File: config.mk
export PLATFORM = sky130hd
export DESIGN_NAME = flow_ctrl_flat
export DESIGN_NICKNAME = d
export VERILOG_FILES = /design/src/rtl/flow_ctrl_if.sv /design/src/rtl/flow_ctrl.sv /design/src/flat_wrapper.sv
export SDC_FILE = /design/constraint.sdc
export NUM_CORES = 1
export LEC_CHECK = 0
export ABC_CLOCK_PERIOD_IN_PS = 3270
export BUFFER_PORTS_ARGS = -buffer_cell sky130_fd_sc_hd__buf_4
export CAP_MARGIN = 15
export CORE_UTILIZATION = 59
export CTS_CLUSTER_SIZE = 14
export DETAILED_ROUTE_END_ITERATION = 12
export PLACE_DENSITY = 0.86
export SLEW_MARGIN = 20
export SYNTH_ARGS = -nofsm -noshare
export SYNTH_HDL_FRONTEND = slang
export SYNTH_SLANG_ARGS = --single-unit
File: constraint.sdc
create_clock -name clk -period 3.27 [get_ports clk]
set_clock_uncertainty 0.2 [all_clocks]
set_input_delay 0.654 -clock clk [delete_from_list [all_inputs] [get_ports clk]]
set_output_delay 0.654 -clock clk [all_outputs]
set_load 0.02 [all_outputs]
File: src/rtl/flow_ctrl_if.sv
// Handshake and status bundle between decode/fetch/ALU and the flow-control unit.
interface flow_ctrl_if #(
  parameter int ADDR_W = 20
);
  logic              op_valid;
  logic              op_ready;
  logic [3:0]        op_code;
  logic [ADDR_W-1:0] op_arg;
  logic              flag_we;
  logic              flag_c;
  logic              flag_z;
  logic              flag_s;
  logic [2:0]        sr;
  logic [ADDR_W-1:0] pc;
  logic              redirect;
  logic              trap;
  logic [1:0]        trap_cause;
  logic              trap_ack;

  // Driver side: decode, ALU flag writer and trap handler.
  modport master (
    output op_valid, op_code, op_arg, flag_we, flag_c, flag_z, flag_s, trap_ack,
    input  op_ready, sr, pc, redirect, trap, trap_cause
  );

  // Flow-control unit side.
  modport slave (
    input  op_valid, op_code, op_arg, flag_we, flag_c, flag_z, flag_s, trap_ack,
    output op_ready, sr, pc, redirect, trap, trap_cause
  );
endinterface

File: src/rtl/flow_ctrl.sv
// Program-flow unit: owns PC and status register {S,Z,C}, executes the
// jump/trap/SR-manipulation opcodes and handles trap entry/return.
module flow_ctrl #(
  parameter int                ADDR_W   = 20,
  parameter logic [ADDR_W-1:0] TRAP_VEC = 20'h00010,
  parameter logic [ADDR_W-1:0] RESET_PC = 20'h00000
) (
  input logic        clk,
  input logic        rst,
  flow_ctrl_if.slave bus
);

  typedef enum logic {
    ST_RUN  = 1'b0,
    ST_TRAP = 1'b1
  } state_t;

  localparam logic [3:0] OP_TRAP = 4'd0;
  localparam logic [3:0] OP_NOP  = 4'd1;
  localparam logic [3:0] OP_JMP  = 4'd2;
  localparam logic [3:0] OP_JZ   = 4'd3;
  localparam logic [3:0] OP_JS   = 4'd4;
  localparam logic [3:0] OP_JZS  = 4'd5;
  localparam logic [3:0] OP_LSR  = 4'd6;
  localparam logic [3:0] OP_XSR  = 4'd7;

  state_t            state_q, state_d;
  logic [ADDR_W-1:0] pc_q, pc_d;
  logic [ADDR_W-1:0] epc_q, epc_d;
  logic [2:0]        sr_q, sr_d;
  logic              redirect_q, redirect_d;
  logic [1:0]        cause_q, cause_d;

  logic [2:0]        eff;
  logic [ADDR_W-1:0] pc_inc;

  // Flags forwarded from the ALU take priority over the stored SR, so a
  // conditional jump in the same cycle as a flag write sees the new flags.
  assign eff    = bus.flag_we ? {bus.flag_s, bus.flag_z, bus.flag_c} : sr_q;
  assign pc_inc = pc_q + ADDR_W'(1);

  // Next-state, PC, SR and trap bookkeeping.
  always_comb begin
    state_d    = state_q;
    pc_d       = pc_q;
    epc_d      = epc_q;
    sr_d       = eff;
    redirect_d = 1'b0;
    cause_d    = cause_q;
    case (state_q)
      ST_RUN: begin
        if (bus.op_valid) begin
          case (bus.op_code)
            OP_NOP: pc_d = pc_inc;
            OP_JMP: begin
              pc_d       = bus.op_arg;
              redirect_d = 1'b1;
            end
            OP_JZ, OP_JS, OP_JZS: begin
              if ((bus.op_code == OP_JZ  && eff[1]) ||
                  (bus.op_code == OP_JS  && eff[2]) ||
                  (bus.op_code == OP_JZS && (eff[1] | eff[2]))) begin
                pc_d       = bus.op_arg;
                redirect_d = 1'b1;
              end else begin
                pc_d = pc_inc;
              end
            end
            OP_LSR: begin
              sr_d = bus.op_arg[2:0];
              pc_d = pc_inc;
            end
            OP_XSR: begin
              sr_d = eff ^ bus.op_arg[2:0];
              pc_d = pc_inc;
            end
            default: begin
              // TRAP and every illegal opcode share the trap entry path.
              epc_d      = pc_inc;
              pc_d       = TRAP_VEC;
              redirect_d = 1'b1;
              cause_d    = (bus.op_code == OP_TRAP) ? 2'd0 : 2'd1;
              state_d    = ST_TRAP;
            end
          endcase
        end
      end
      ST_TRAP: begin
        if (bus.trap_ack) begin
          pc_d       = epc_q;
          redirect_d = 1'b1;
          state_d    = ST_RUN;
        end
      end
      default: state_d = ST_RUN;
    endcase
  end

  // State and architectural registers; reset abandons any pending trap.
  always_ff @(posedge clk) begin
    if (rst) begin
      state_q    <= ST_RUN;
      pc_q       <= RESET_PC;
      epc_q      <= '0;
      sr_q       <= 3'b000;
      redirect_q <= 1'b0;
      cause_q    <= 2'd0;
    end else begin
      state_q    <= state_d;
      pc_q       <= pc_d;
      epc_q      <= epc_d;
      sr_q       <= sr_d;
      redirect_q <= redirect_d;
      cause_q    <= cause_d;
    end
  end

  assign bus.op_ready   = (state_q == ST_RUN);
  assign bus.trap       = (state_q == ST_TRAP);
  assign bus.pc         = pc_q;
  assign bus.sr         = sr_q;
  assign bus.redirect   = redirect_q;
  assign bus.trap_cause = cause_q;

endmodule

File: src/flat_wrapper.sv
// flat-port wrapper written by rule: the top's interface ports become plain ports
module flow_ctrl_flat 
#(
  parameter int                ADDR_W   = 20,
  parameter logic [ADDR_W-1:0] TRAP_VEC = 20'h00010,
  parameter logic [ADDR_W-1:0] RESET_PC = 20'h00000
)
  (clk, rst, bus_op_valid, bus_op_code, bus_op_arg, bus_flag_we, bus_flag_c, bus_flag_z, bus_flag_s, bus_trap_ack, bus_op_ready, bus_sr, bus_pc, bus_redirect, bus_trap, bus_trap_cause);
  flow_ctrl_if #(.ADDR_W(ADDR_W)) bus_i ();
  input logic clk;
  input logic rst;
  input wire logic [$bits(bus_i.op_valid)-1:0] bus_op_valid;
  input wire logic [$bits(bus_i.op_code)-1:0] bus_op_code;
  input wire logic [$bits(bus_i.op_arg)-1:0] bus_op_arg;
  input wire logic [$bits(bus_i.flag_we)-1:0] bus_flag_we;
  input wire logic [$bits(bus_i.flag_c)-1:0] bus_flag_c;
  input wire logic [$bits(bus_i.flag_z)-1:0] bus_flag_z;
  input wire logic [$bits(bus_i.flag_s)-1:0] bus_flag_s;
  input wire logic [$bits(bus_i.trap_ack)-1:0] bus_trap_ack;
  output wire logic [$bits(bus_i.op_ready)-1:0] bus_op_ready;
  output wire logic [$bits(bus_i.sr)-1:0] bus_sr;
  output wire logic [$bits(bus_i.pc)-1:0] bus_pc;
  output wire logic [$bits(bus_i.redirect)-1:0] bus_redirect;
  output wire logic [$bits(bus_i.trap)-1:0] bus_trap;
  output wire logic [$bits(bus_i.trap_cause)-1:0] bus_trap_cause;
  assign bus_i.op_valid = bus_op_valid;
  assign bus_i.op_code = bus_op_code;
  assign bus_i.op_arg = bus_op_arg;
  assign bus_i.flag_we = bus_flag_we;
  assign bus_i.flag_c = bus_flag_c;
  assign bus_i.flag_z = bus_flag_z;
  assign bus_i.flag_s = bus_flag_s;
  assign bus_i.trap_ack = bus_trap_ack;
  assign bus_op_ready = bus_i.op_ready;
  assign bus_sr = bus_i.sr;
  assign bus_pc = bus_i.pc;
  assign bus_redirect = bus_i.redirect;
  assign bus_trap = bus_i.trap;
  assign bus_trap_cause = bus_i.trap_cause;
  flow_ctrl #(.ADDR_W(ADDR_W), .TRAP_VEC(TRAP_VEC), .RESET_PC(RESET_PC)) u_core (.clk(clk), .rst(rst), .bus(bus_i));
endmodule
==> metrics.md <==
| Metric | Value |
|---|---|
| Startpoint Class | `input port` |
| H-tree depth | `2` |
| RSZ-0062 raised after global routing | `false` |
| Syn avg cell area | `7.706 sq um` |
| Fmax | `415.3 MHz` |
| Buffers added on ports | `58` |
| Worst skew pair latency | `300 ps` |
| Worst path slowest cell | `nor4_4` |
| Effective utilization at floorplan | `0.6250` |
| Crit-path cells | `buf_4 -> mux2_2 -> and2_1 -> nor4_4 -> a2111oi_0 -> o32ai_1` |
| CTS Buffer Depth | `2` |
| Cell Area, Synth | `2759 sq um` |
| Slew Viols, Final | `0` |
| Worst path max stage delay | `620 ps` |
| First-pass detailed-route iteration total | `5` |
| Leakage Power | `0.001284 uW` |
| Full die area | `4953 sq um` |
| Root buf cell | `clkbuf_8` |
| Number of synthesized flops with an enable pin | `0` |
| Non-Filler Instances | `459` |
| Most frequent cells in the layout | `buf_4 (64), dfxtp_1 (46), nor2_1 (45)` |
| FF-to-FF Start | `u_core.bus.pc[0]` |
| Vias/cell | `6.451` |
| CTS tree | `done` |
| Outcome | `finished clean` |
| Slew margin rel. | `0.4581` |
| # IOs | `60` |
| Number of setup buffers added after CTS | `0` |
| Final setup TNS | `0 ps` |
| Routed len/inst | `16.94 um` |
| CTS sink cnt | `46` |
| Hold_sp | `u_core.epc_q[1]` |
| Worst EP arrival | `2420 ps` |
| Grt ovf | `0` |
| Share of layout cells above drive strength 1 | `0.2162` |
| Register area | `920.9 sq um` |
| Final min period | `2408 ps` |
| Core area | `4414 sq um` |
| First-pass GRT wire length | `12.88 mm` |
| Hold Vio Cnt, Final | `0` |
| CTS resizes | `0` |
| Req. time, crit path | `3280 ps` |
| CTS clk-pin slew, worst paths | `90 ps` |
| Most common cell after layout, fill and taps aside | `buf_4` |
| Syn Nets | `391` |
| Die H | `70.38 um` |
| Critical path peak fanout | `13` |
| Ys flop type | `dfxtp_1` |
| Rows | `24` |
| Chip width | `70.38 um` |
| Worst Setup SP | `bus_flag_we` |
| GRT Total Usage | `0.3196` |
| Worst hold path class | `flip-flop to flip-flop` |
| Starting DRT DRC Count | `287` |
| Cells after Synth | `358` |
| Final ANT Viol Nets | `0` |
| Routability Congestion | `0.9053` |
| # diodes | `0` |
| Largest net degree at the start of global routing | `34` |
| Post-DP Area | `3197 sq um` |
| Total CTS buffers | `5` |
| Initial antenna violation count | `0` |
| Flops & latches, synth | `46` |
| Final worst path period share | `0.7364` |
| Vias | `2961` |
| CP endpoint kind | `flip-flop` |
| Final instance area | `3303 sq um` |
| Vias in the first global route | `2807` |
| CP Class | `input port to flip-flop` |
| VDD IR max | `0.0002728 V` |
| # setup viols final | `0` |
| Placed insts | `451` |
| Fillers | `332` |
| Area growth syn-to-layout | `19.73%` |
| Cell variety after synth | `62` |
| Multi-input logic area | `1689 sq um` |
| HPWL after detailed placement | `5.370 mm` |
| Max-cap violations | `0` |
| Drt total wl | `7.776 mm` |
| DRC Markers | `0` |
| Final #Nets | `439` |
| Sequential cell area fraction in the yosys report | `0.3338` |
| Asr flop ratio synth | `0` |
| Synthesis warning total | `0` |
| # hold bufs at CTS | `0` |
| PwrDens | `431.9 nW/um^2` |
| Worst slew pin tran | `806.8 ps` |
per-layer routing:
layer	GRT usage	part of all wire
met2	0.5344	0.47
met4	0.09333	0.015
met1	0.4165	0.43
met3	0.05916	0.091
met5	0	0
layout make-up:
class                      instances  share of cell area
clock buffer                       7             0.02311
clock inverter                     1            0.009091
inverter                          11             0.01250
multi-input combinational        278              0.5114
sequential                        46              0.2788
tap                               52             0.01970
timing repair buffer              64              0.1455
sequential cells by signal, summed over array words and instances (netlist names):
signal,cells
u_core.bus.redirect,1
u_core.bus.sr,3
u_core.epc_q,20
u_core.bus.trap_cause,1
u_core.bus.trap,1
u_core.bus.pc,20
worst max-delay path: cells and delay by family:
family / cells / cell delay, ps
and+or+nand+nor: 2 / 850
muxes: 1 / 380
AOI/OAI and AO/OA: 2 / 430
buffers and inverters: 1 / 100
stage by stage:
stage            util  power [uW]  hold slack (ps)  worst slack (ps)
5_1_grt        0.7483        1485            287.2             772.5
3_3_place_gp   0.7242       992.9            234.8             690.4
3_5_place_dp   0.7242        1002            243.8             610.1
6_report       0.7483        1427            256.4             862.1
4_1_cts        0.7483        1417            255.6             920.8
2_1_floorplan       -       877.4            228.7              1008
Yosys cell counts, types with 2 or more instances:
cell type / number / area (sq um)
xor2_1: 6 / 52.55
xnor2_1: 10 / 87.58
buf_2: 5 / 25.02
nor2_1: 45 / 168.9
o21ai_0: 25 / 125.1
nor4_1: 4 / 25.02
and3_1: 4 / 25.02
mux2_2: 3 / 33.78
or3_1: 2 / 12.51
clkbuf_1: 15 / 56.30
a2111oi_2: 2 / 30.03
nor4_4: 2 / 42.54
nand2_1: 38 / 142.6
nand4_1: 4 / 25.02
a221oi_1: 3 / 26.28
o21a_1: 2 / 15.01
nor2b_1: 5 / 31.28
o211ai_1: 8 / 60.06
mux2i_1: 2 / 20.02
inv_1: 10 / 37.54
a21oi_1: 22 / 110.1
dfxtp_1: 46 / 920.9
a22oi_1: 5 / 37.54
and2_1: 2 / 12.51
a31oi_1: 9 / 56.30
nand3_1: 9 / 45.04
nand2b_1: 7 / 43.79
nand4_2: 2 / 25.02
buf_4: 2 / 15.01
a211oi_1: 11 / 82.58
nor3_1: 16 / 80.08
o21ai_1: 2 / 10.01
cells by family after synthesis:
| logic type | share of synthesized area |
|---|---|
| buffers and inverters | 0.05396 |
| xor gates and xnor gates | 0.05079 |
| other | 0.001359 |
| muxes | 0.01950 |
| AOI/OAI and AO/OA | 0.2445 |
| DFF | 0.3338 |
| adders and majority gates | 0.004534 |
| and+or+nand+nor | 0.2916 |
final timing paths:
| kind | depth (start not counted) | to | slack (ps) |
|---|---|---|---|
| min reg2reg | 2 | u_core.epc_q[1] | 260 |
| min | 2 | u_core.epc_q[1] | 260 |
| max reg2reg | 6 | u_core.bus.pc[14] | 1000 |
| max | 6 | u_core.bus.pc[4] | 860 |
power breakdown:
group	total (uW)	internal, uW	switching (uW)
Clock	427	229	198
Combinational	350	148	202
Sequential	650	602	48.3
Total	1430	978	448
No activity file was read; power rests on OpenSTA's default activity.
